`src/rtl/deserializador_serial_pkg.sv`:
```
// Shared serial-line definitions: FSM states and line levels.
// Also meant to be reused by the matching serializer.
package pacote_serial;

    typedef enum logic [1:0] {
        OCIOSO = 2'd0,
        DADOS  = 2'd1,
        PARADA = 2'd2
    } estado_t;

    localparam logic BIT_INICIO   = 1'b0;
    localparam logic BIT_PARADA   = 1'b1;
    localparam logic NIVEL_OCIOSO = 1'b1;

endpackage

```
`src/rtl/deserializador_serial_registrador.sv`:
```
// Right-shifting register: serial bit enters at the MSB, so an LSB-first
// stream ends up in natural bit order after LARGURA shifts.
module registrador_deslocamento #(
    parameter int LARGURA = 8
) (
    input  logic               clk,
    input  logic               reset,
    input  logic               habilita,
    input  logic               serial,
    output logic [LARGURA-1:0] q
);

    always_ff @(posedge clk or posedge reset) begin
        if (reset)
            q <= '0;
        else if (habilita)
            q <= {serial, q[LARGURA-1:1]};
    end

endmodule

```
`src/rtl/deserializador_serial.sv`:
```
// Framed serial receiver: start bit 0, LARGURA data bits LSB-first, stop bit 1.
// The FSM, bit counter and registered outputs live here; data shifting is in registrador_deslocamento.
module deserializador_serial
    import pacote_serial::*;
#(
    parameter int LARGURA = 8
) (
    input  logic               clk,
    input  logic               reset,
    input  logic               entrada,
    input  logic               amostra,
    output logic [LARGURA-1:0] saida,
    output logic               saida_valida,
    output logic               erro_quadro,
    output logic               ocupado
);

    localparam int CW = $clog2(LARGURA + 1);
    localparam logic [CW-1:0] ULTIMO = CW'(LARGURA - 1);

    estado_t            estado;
    logic [CW-1:0]      contador;
    logic [LARGURA-1:0] deslocado;
    logic               desloca_en;

    assign desloca_en = amostra && (estado == DADOS);

    registrador_deslocamento #(
        .LARGURA(LARGURA)
    ) u_deslocamento (
        .clk     (clk),
        .reset   (reset),
        .habilita(desloca_en),
        .serial  (entrada),
        .q       (deslocado)
    );

    always_ff @(posedge clk or posedge reset) begin
        if (reset) begin
            estado       <= OCIOSO;
            contador     <= '0;
            saida        <= '0;
            saida_valida <= 1'b0;
            erro_quadro  <= 1'b0;
            ocupado      <= 1'b0;
        end else begin
            saida_valida <= 1'b0;
            erro_quadro  <= 1'b0;
            if (amostra) begin
                case (estado)
                    OCIOSO: begin
                        if (entrada == BIT_INICIO) begin
                            estado   <= DADOS;
                            contador <= '0;
                            ocupado  <= 1'b1;
                        end
                    end
                    DADOS: begin
                        contador <= contador + 1'b1;
                        if (contador == ULTIMO)
                            estado <= PARADA;
                    end
                    PARADA: begin
                        // The last data bit was shifted on the edge that entered PARADA.
                        estado  <= OCIOSO;
                        ocupado <= 1'b0;
                        if (entrada == BIT_PARADA) begin
                            saida        <= deslocado;
                            saida_valida <= 1'b1;
                        end else begin
                            erro_quadro <= 1'b1;
                        end
                    end
                    default: begin
                        estado  <= OCIOSO;
                        ocupado <= 1'b0;
                    end
                endcase
            end
        end
    end

endmodule

```
`config.mk`:
```
export PLATFORM = sky130hd
export DESIGN_NAME = deserializador_serial
export DESIGN_NICKNAME = d
export VERILOG_FILES = /design/src/rtl/deserializador_serial_pkg.sv /design/src/rtl/deserializador_serial_registrador.sv /design/src/rtl/deserializador_serial.sv
export SDC_FILE = /design/constraint.sdc
export NUM_CORES = 1
export LEC_CHECK = 0
export CORE_MARGIN = 10
export CORE_UTILIZATION = 52
export DETAILED_ROUTE_END_ITERATION = 6
export PLACE_DENSITY = 0.77
export SYNTH_ARGS = -nofsm -noshare
export SYNTH_HDL_FRONTEND = slang
export SYNTH_SLANG_ARGS = --single-unit
```
`constraint.sdc`:
```
create_clock -name clk -period 1.7 [get_ports clk]
set_input_delay 0.34 -clock clk [delete_from_list [all_inputs] [get_ports clk]]
set_output_delay 0.34 -clock clk [all_outputs]
set_load 0.05 [all_outputs]
```
### Word-level counts from Yosys, hierarchy flattened

Cells that the tools add are included.

* add/subtract/negate cells: 1
* equality and inequality tests: 5
* multiplexer cells: 13
* bitwise logic cells: 1
* reductions and logical operators: 7

Operator list (count)
* $reduce_and A3 Y1: 4
* $pmux W4 S2: 1
* $mux W1: 7
* $add A4 B1 Y4 const B: 1
* $eq A4 B3 Y1 const B: 1
* $mux W2: 2
* $mux W4: 1
* $pmux W2 S2: 1
* $eq A2 B1 Y1 const B: 1
* $eq A2 B2 Y1 const B: 1
* $logic_not A2 Y1: 1
* $ne A2 B1 Y1 const B: 1
* $ne A2 B2 Y1 const B: 1
* $pmux W1 S2: 1
* $reduce_bool A2 Y1: 1
* $logic_and A1 B1 Y1: 1
* $not A1 Y1: 1

* flip-flop bits (word level): 25
* input port bits: 4
* word-level logic and storage cells: 34

### Logic depth before layout (Yosys ltp)

* depth after elaboration: 3
* depth in mapped cells: 5
* gate-level depth less buffers: 4

### Hierarchy

Synthesis repeated with hierarchy kept, for this count alone.

* cells, all modules: 75
* area total of the unflattened synthesis: 1099.8 um^2

By module, submodules not included
* deserializador_serial: instances 1, cells each 57, area an instance 764.5 um^2
* registrador_deslocamento: instances 1, cells each 18, area an instance 335.3 um^2

### Worst setup path before layout

OpenSTA, ideal clock, no wires.

* path type: input-to-reg
* start: input amostra
* end: register u_deslocamento.q[0]
* arrival: 1126 ps
* required time: 1575 ps
* path slack: 449 ps
* cell stages on the path: 4
* cell sequence: buf_2 and3b_1 buf_6 mux2_4

* cells in the longest elaborated chain, start to end: 1

Ends and longest elaborated chain
* from (decl): RTL line deserializador_serial.sv:11 `input logic amostra,`
* $logic_and A1 B1 Y1: RTL line deserializador_serial.sv:26 `assign desloca_en = amostra && (estado == DADOS);`
* to (signal assigned): RTL line deserializador_serial_registrador.sv:17 `q <= {serial, q[LARGURA-1:1]};`
* to (decl): RTL line deserializador_serial_registrador.sv:10 `output logic [LARGURA-1:0] q`

No other way between the ends.
A chain may end at the register's enable or synchronous reset.

### Worst setup path after layout

* start: register estado[0]
* end: register saida[5]

* cells in the longest elaborated chain, start to end: 2

Ends and longest elaborated chain
* from (decl): RTL line deserializador_serial.sv:21 `estado_t estado;`
* from (signal assigned): RTL line deserializador_serial.sv:40 `estado <= OCIOSO;`
* from (signal assigned): RTL line deserializador_serial.sv:53 `estado <= DADOS;`
* from (signal assigned): RTL line deserializador_serial.sv:61 `estado <= PARADA;`
* $eq A2 B2 Y1: RTL line deserializador_serial.sv:50 `case (estado)`
* $reduce_and A3 Y1 (no source line)
* to (signal assigned): RTL line deserializador_serial.sv:68 `saida <= deslocado;`
* to (decl): RTL line deserializador_serial.sv:12 `output logic [LARGURA-1:0] saida,`

No other way between the ends.

==> flow_results.xml <==
<?xml version="1.0" encoding="UTF-8"?>
<metrics>
  <group name="cts">
    <metric name="max-clock-path-buffers" unit="">2</metric>
    <metric name="cts-hold-fix-buffers" unit="">0</metric>
    <metric name="post_cts_buffers" unit="">0</metric>
    <metric name="clock_sink_count" unit="">25</metric>
    <metric name="cts_h_tree_lvls" unit="">1</metric>
    <metric name="cts_tree" unit="">yes</metric>
    <metric name="master_cell_of_the_clock_root_buffer" unit="">clkbuf_4</metric>
    <metric name="post_cts.resized_instances" unit="">0</metric>
    <metric name="worst_skew_late_latency" unit="ps">310</metric>
    <metric name="clock_input_transition_at_the_sequential_cells_of_the_worst_setup_and_hold_paths" unit="ps">120</metric>
    <metric name="numCtsBuffers" unit="">3</metric>
  </group>
  <group name="sta">
    <metric name="fin_crit" unit="ps">1360</metric>
    <metric name="timing.max_slew.rel_slack" unit="">0.766</metric>
    <metric name="setup_viol" unit="">0</metric>
    <metric name="timing.fmax" unit="MHz">735</metric>
    <metric name="hold_viol_final" unit="">0</metric>
    <metric name="skew" unit="ps">3.72</metric>
    <metric name="tns" unit="ps">0</metric>
    <metric name="grt_setup_unrepaired" unit="">no</metric>
    <metric name="period_share" unit="">0.800</metric>
    <metric name="worst_pin_slew" unit="ps">350</metric>
    <metric name="report.final.slew_viol_count" unit="">0</metric>
  </group>
  <group name="logic_synthesis">
    <metric name="synthFlopType" unit="">dfrtp_1</metric>
    <metric name="syn_avg_cell_area" unit="um2">14.3</metric>
    <metric name="number_of_warnings_printed_during_yosys_synthesis" unit="">0</metric>
    <metric name="ys_top_cells_by_count" unit="">dfrtp_1 (25), mux2_2 (9), mux2_4 (7)</metric>
    <metric name="synth-adder-area-share" unit="">0.0119</metric>
    <metric name="seq_area_frac_synth" unit="">0.597</metric>
    <metric name="yosysMostFrequentCell" unit="">dfrtp_1</metric>
    <metric name="share_of_the_synthesized_area_in_compound_gates_ao_oa_aoi_oai" unit="">0.0514</metric>
    <metric name="synth_fp_nets" unit="">78</metric>
    <metric name="synth_top_family_by_area" unit="">multiplexers</metric>
    <metric name="netlist.top_cell.by_area" unit="">dfrtp_1</metric>
    <metric name="synth_simple_gate_area_share" unit="">0.0992</metric>
    <metric name="synth-xor-area-share" unit="">0</metric>
    <metric name="syn_inst" unit="">73</metric>
    <metric name="synth.mux.area_fraction" unit="">0.207</metric>
    <metric name="post_synth_edffs" unit="">0</metric>
    <metric name="synth_top_area_share" unit="">0.597</metric>
    <metric name="synth-seq-cells" unit="">25</metric>
    <metric name="synth-async-reset-ratio" unit="">1.00</metric>
    <metric name="netlist_area" unit="mm2">0.00105</metric>
    <metric name="yosys-top-cells-area" unit="">dfrtp_1 (60%), mux2_4 (10%), mux2_2 (9.7%)</metric>
    <metric name="ys_types" unit="">24</metric>
  </group>
  <group name="hold_path">
    <metric name="min-delay-path-class" unit="">in2async</metric>
  </group>
  <group name="pwr">
    <metric name="combinationalPowerShare" unit="">0.405</metric>
    <metric name="total_power" unit="mW">2.10</metric>
    <metric name="p_per_area" unit="mW/mm2">1690</metric>
    <metric name="irDropWorstVdd" unit="uV">1190</metric>
    <metric name="netSwitchingFraction" unit="">0.365</metric>
    <metric name="power.leakage" unit="nW">0.645</metric>
    <metric name="clock_power_share" unit="">0.122</metric>
    <metric name="power_frac_seq" unit="">0.473</metric>
    <metric name="p_int" unit="mW">1.34</metric>
    <metric name="net-switching-power" unit="uW">767</metric>
  </group>
  <group name="setup_path">
    <metric name="critical_path.startpoint_type" unit="">flip-flop</metric>
    <metric name="timing.critical_path.cells" unit="">nand4b_2 &gt; mux2_2</metric>
    <metric name="timing.rr.end" unit="">saida[5]$_DFFE_PP0P_</metric>
    <metric name="worstSetupPathType" unit="">reg2reg</metric>
    <metric name="worstReg2RegStart" unit="">estado[0]$_DFFE_PP0P_</metric>
    <metric name="reg2reg_setup_slack" unit="ps">340</metric>
    <metric name="critical_path.max_fanout" unit="">9</metric>
    <metric name="timing.critical_path.slowest_stage_cell" unit="">dfrtp_1</metric>
    <metric name="max_stage_delay" unit="ps">480</metric>
    <metric name="worst_ep_arrival_time" unit="ps">1570</metric>
    <metric name="worstPathRequired" unit="ps">1910</metric>
    <metric name="ff2ff_path_depth" unit="">2</metric>
    <metric name="worstSetupEndpointType" unit="">flip-flop</metric>
  </group>
  <group name="place">
    <metric name="gp_congestion" unit="">0.805</metric>
    <metric name="place.port_buffers" unit="">14</metric>
    <metric name="placed_area" unit="mm2">0.00121</metric>
    <metric name="place.detailed.hpwl" unit="um">1230</metric>
  </group>
  <group name="final_layout">
    <metric name="area_of_the_multi_input_gates" unit="um2">387</metric>
    <metric name="num-nets-final" unit="">100</metric>
    <metric name="sequential_cell_area" unit="um2">626</metric>
    <metric name="post_route_cells_drive_above_1_share" unit="">0.404</metric>
    <metric name="finalInstanceArea" unit="mm2">0.00124</metric>
    <metric name="n_antenna_cell" unit="">0</metric>
    <metric name="fin_util" unit="">0.639</metric>
    <metric name="fill_cells" unit="">160</metric>
    <metric name="area_growth" unit="%">18.5</metric>
  </group>
  <group name="route">
    <metric name="viasPerCell" unit="">5.16</metric>
    <metric name="num_vias" unit="">624</metric>
    <metric name="drtAntennaViolNets" unit="">0</metric>
    <metric name="finalWirelength" unit="um">1620</metric>
    <metric name="count_of_unresolved_drc_violations_after_routing" unit="">0</metric>
    <metric name="wl_per_cell" unit="um">13.4</metric>
    <metric name="detailedRoute.firstIterationViolations" unit="">1</metric>
    <metric name="drtPass1Iterations" unit="">3</metric>
  </group>
  <group name="die">
    <metric name="y_dimension_of_the_die" unit="um">64.9</metric>
    <metric name="io_pins" unit="">15</metric>
    <metric name="placementRows" unit="">16</metric>
    <metric name="floorplan.core_area" unit="mm2">0.00194</metric>
    <metric name="die_w" unit="um">64.9</metric>
    <metric name="initial_core_util" unit="">0.539</metric>
    <metric name="fp.dieArea" unit="mm2">0.00421</metric>
  </group>
  <group name="global_routing">
    <metric name="grt_util_met3" unit="">0.0326</metric>
    <metric name="gr-usage-all-layers" unit="">0.0845</metric>
    <metric name="grt_first_pass_wirelength" unit="um">2920</metric>
    <metric name="use_met1" unit="">0.0967</metric>
    <metric name="grt-ovfl-total" unit="">0</metric>
    <metric name="gr-usage-met2" unit="">0.139</metric>
    <metric name="global_route.peak_usage_layer" unit="">met2</metric>
    <metric name="maximum_number_of_pins_on_one_net_before_global_route_repair" unit="">26</metric>
    <metric name="antenna_found_initial" unit="">0</metric>
    <metric name="grt_pass1_vias" unit="">675</metric>
  </group>
  <group name="run">
    <metric name="drv.max_cap_violation_count" unit="">0</metric>
  </group>
  <group name="run_status">
    <metric name="result_of_the_run" unit="">complete, no violations</metric>
  </group>
</metrics>
[through the flow]
stage	hold WS (ps)	instances	worst slack, ps
3_3_place_gp	476	117	44.8
4_1_cts	361	121	318
5_1_grt	386	121	263
6_report	353	121	340
3_5_place_dp	466	117	9.27
2_1_floorplan	367	73	449
[state kept, by name (all words and copies together), names as in the netlist]
signal            count
contador              4
erro_quadro           1
u_deslocamento.q      8
ocupado               1
saida                 8
saida_valida          1
estado                2
[routing by layer]
layer	vias up	routed length (um)
li1	303	-
met1	305	755
met2	14	728
met3	2	110
met4	0	25
met5	-	0
[cells in the final DEF (no fill, tap or decap)]
master	n
dfrtp_1	25
buf_4	16
mux2_2	9
mux2_4	7
inv_1	5
o21ai_0	4
clkbuf_4	3
clkdlybuf4s50_1	3
nand2b_1	2
and3_1	2
and3b_1	2
a21oi_1	2
nand4b_2	1
nand3_1	1
mux2i_1	1
o2bb2ai_1	1
and4bb_2	1
nor2b_1	1
nor3b_1	1
a22o_1	1
and2_2	1
a31oi_1	1
nand2_1	1
nor2_1	1
ha_1	1
clkbuf_1	1
[critical path, delay by kind of cell (launching register included)]
family | cells | cell delay, ps
flops | 1 | 480
mux | 1 | 360
simple gates | 1 | 410
[final cells by class]
class	instances	share of cell area
tap	27	0.0272
multi-input combinational	41	0.311
timing repair buffer	19	0.121
inverter	5	0.0151
clock buffer	4	0.0212
sequential	25	0.504
[worst max path at each step]
stage,slack [ps],startpoint,end
2_1_floorplan,450,amostra,u_deslocamento.q[0]$_DFFE_PP0P_
3_3_place_gp,40,amostra,u_deslocamento.q[0]$_DFFE_PP0P_
3_5_place_dp,9,amostra,saida[3]$_DFFE_PP0P_
4_1_cts,320,estado[0]$_DFFE_PP0P_,saida[3]$_DFFE_PP0P_
5_1_grt,260,estado[0]$_DFFE_PP0P_,saida[7]$_DFFE_PP0P_
6_report,340,estado[0]$_DFFE_PP0P_,saida[5]$_DFFE_PP0P_
[cell families after synthesis]
| kind of cell | Yosys count |
|---|---|
| flops | 25 |
| mux | 17 |
| simple gates | 14 |
| compound gates | 9 |
| buf+inv | 7 |
| fa+ha+maj | 1 |
[power groups by stage]
stage / clock network (mW) / logic [mW] / registers, mW
5_1_grt: 0.290 / 0.920 / 1.03
3_3_place_gp: 0 / 0.851 / 1.00
4_1_cts: 0.269 / 0.865 / 0.999
6_report: 0.256 / 0.853 / 0.995
3_5_place_dp: 0 / 0.864 / 1.01
2_1_floorplan: 0 / 0.445 / 1.19
Note: power is estimated with default switching activity, not from simulation.
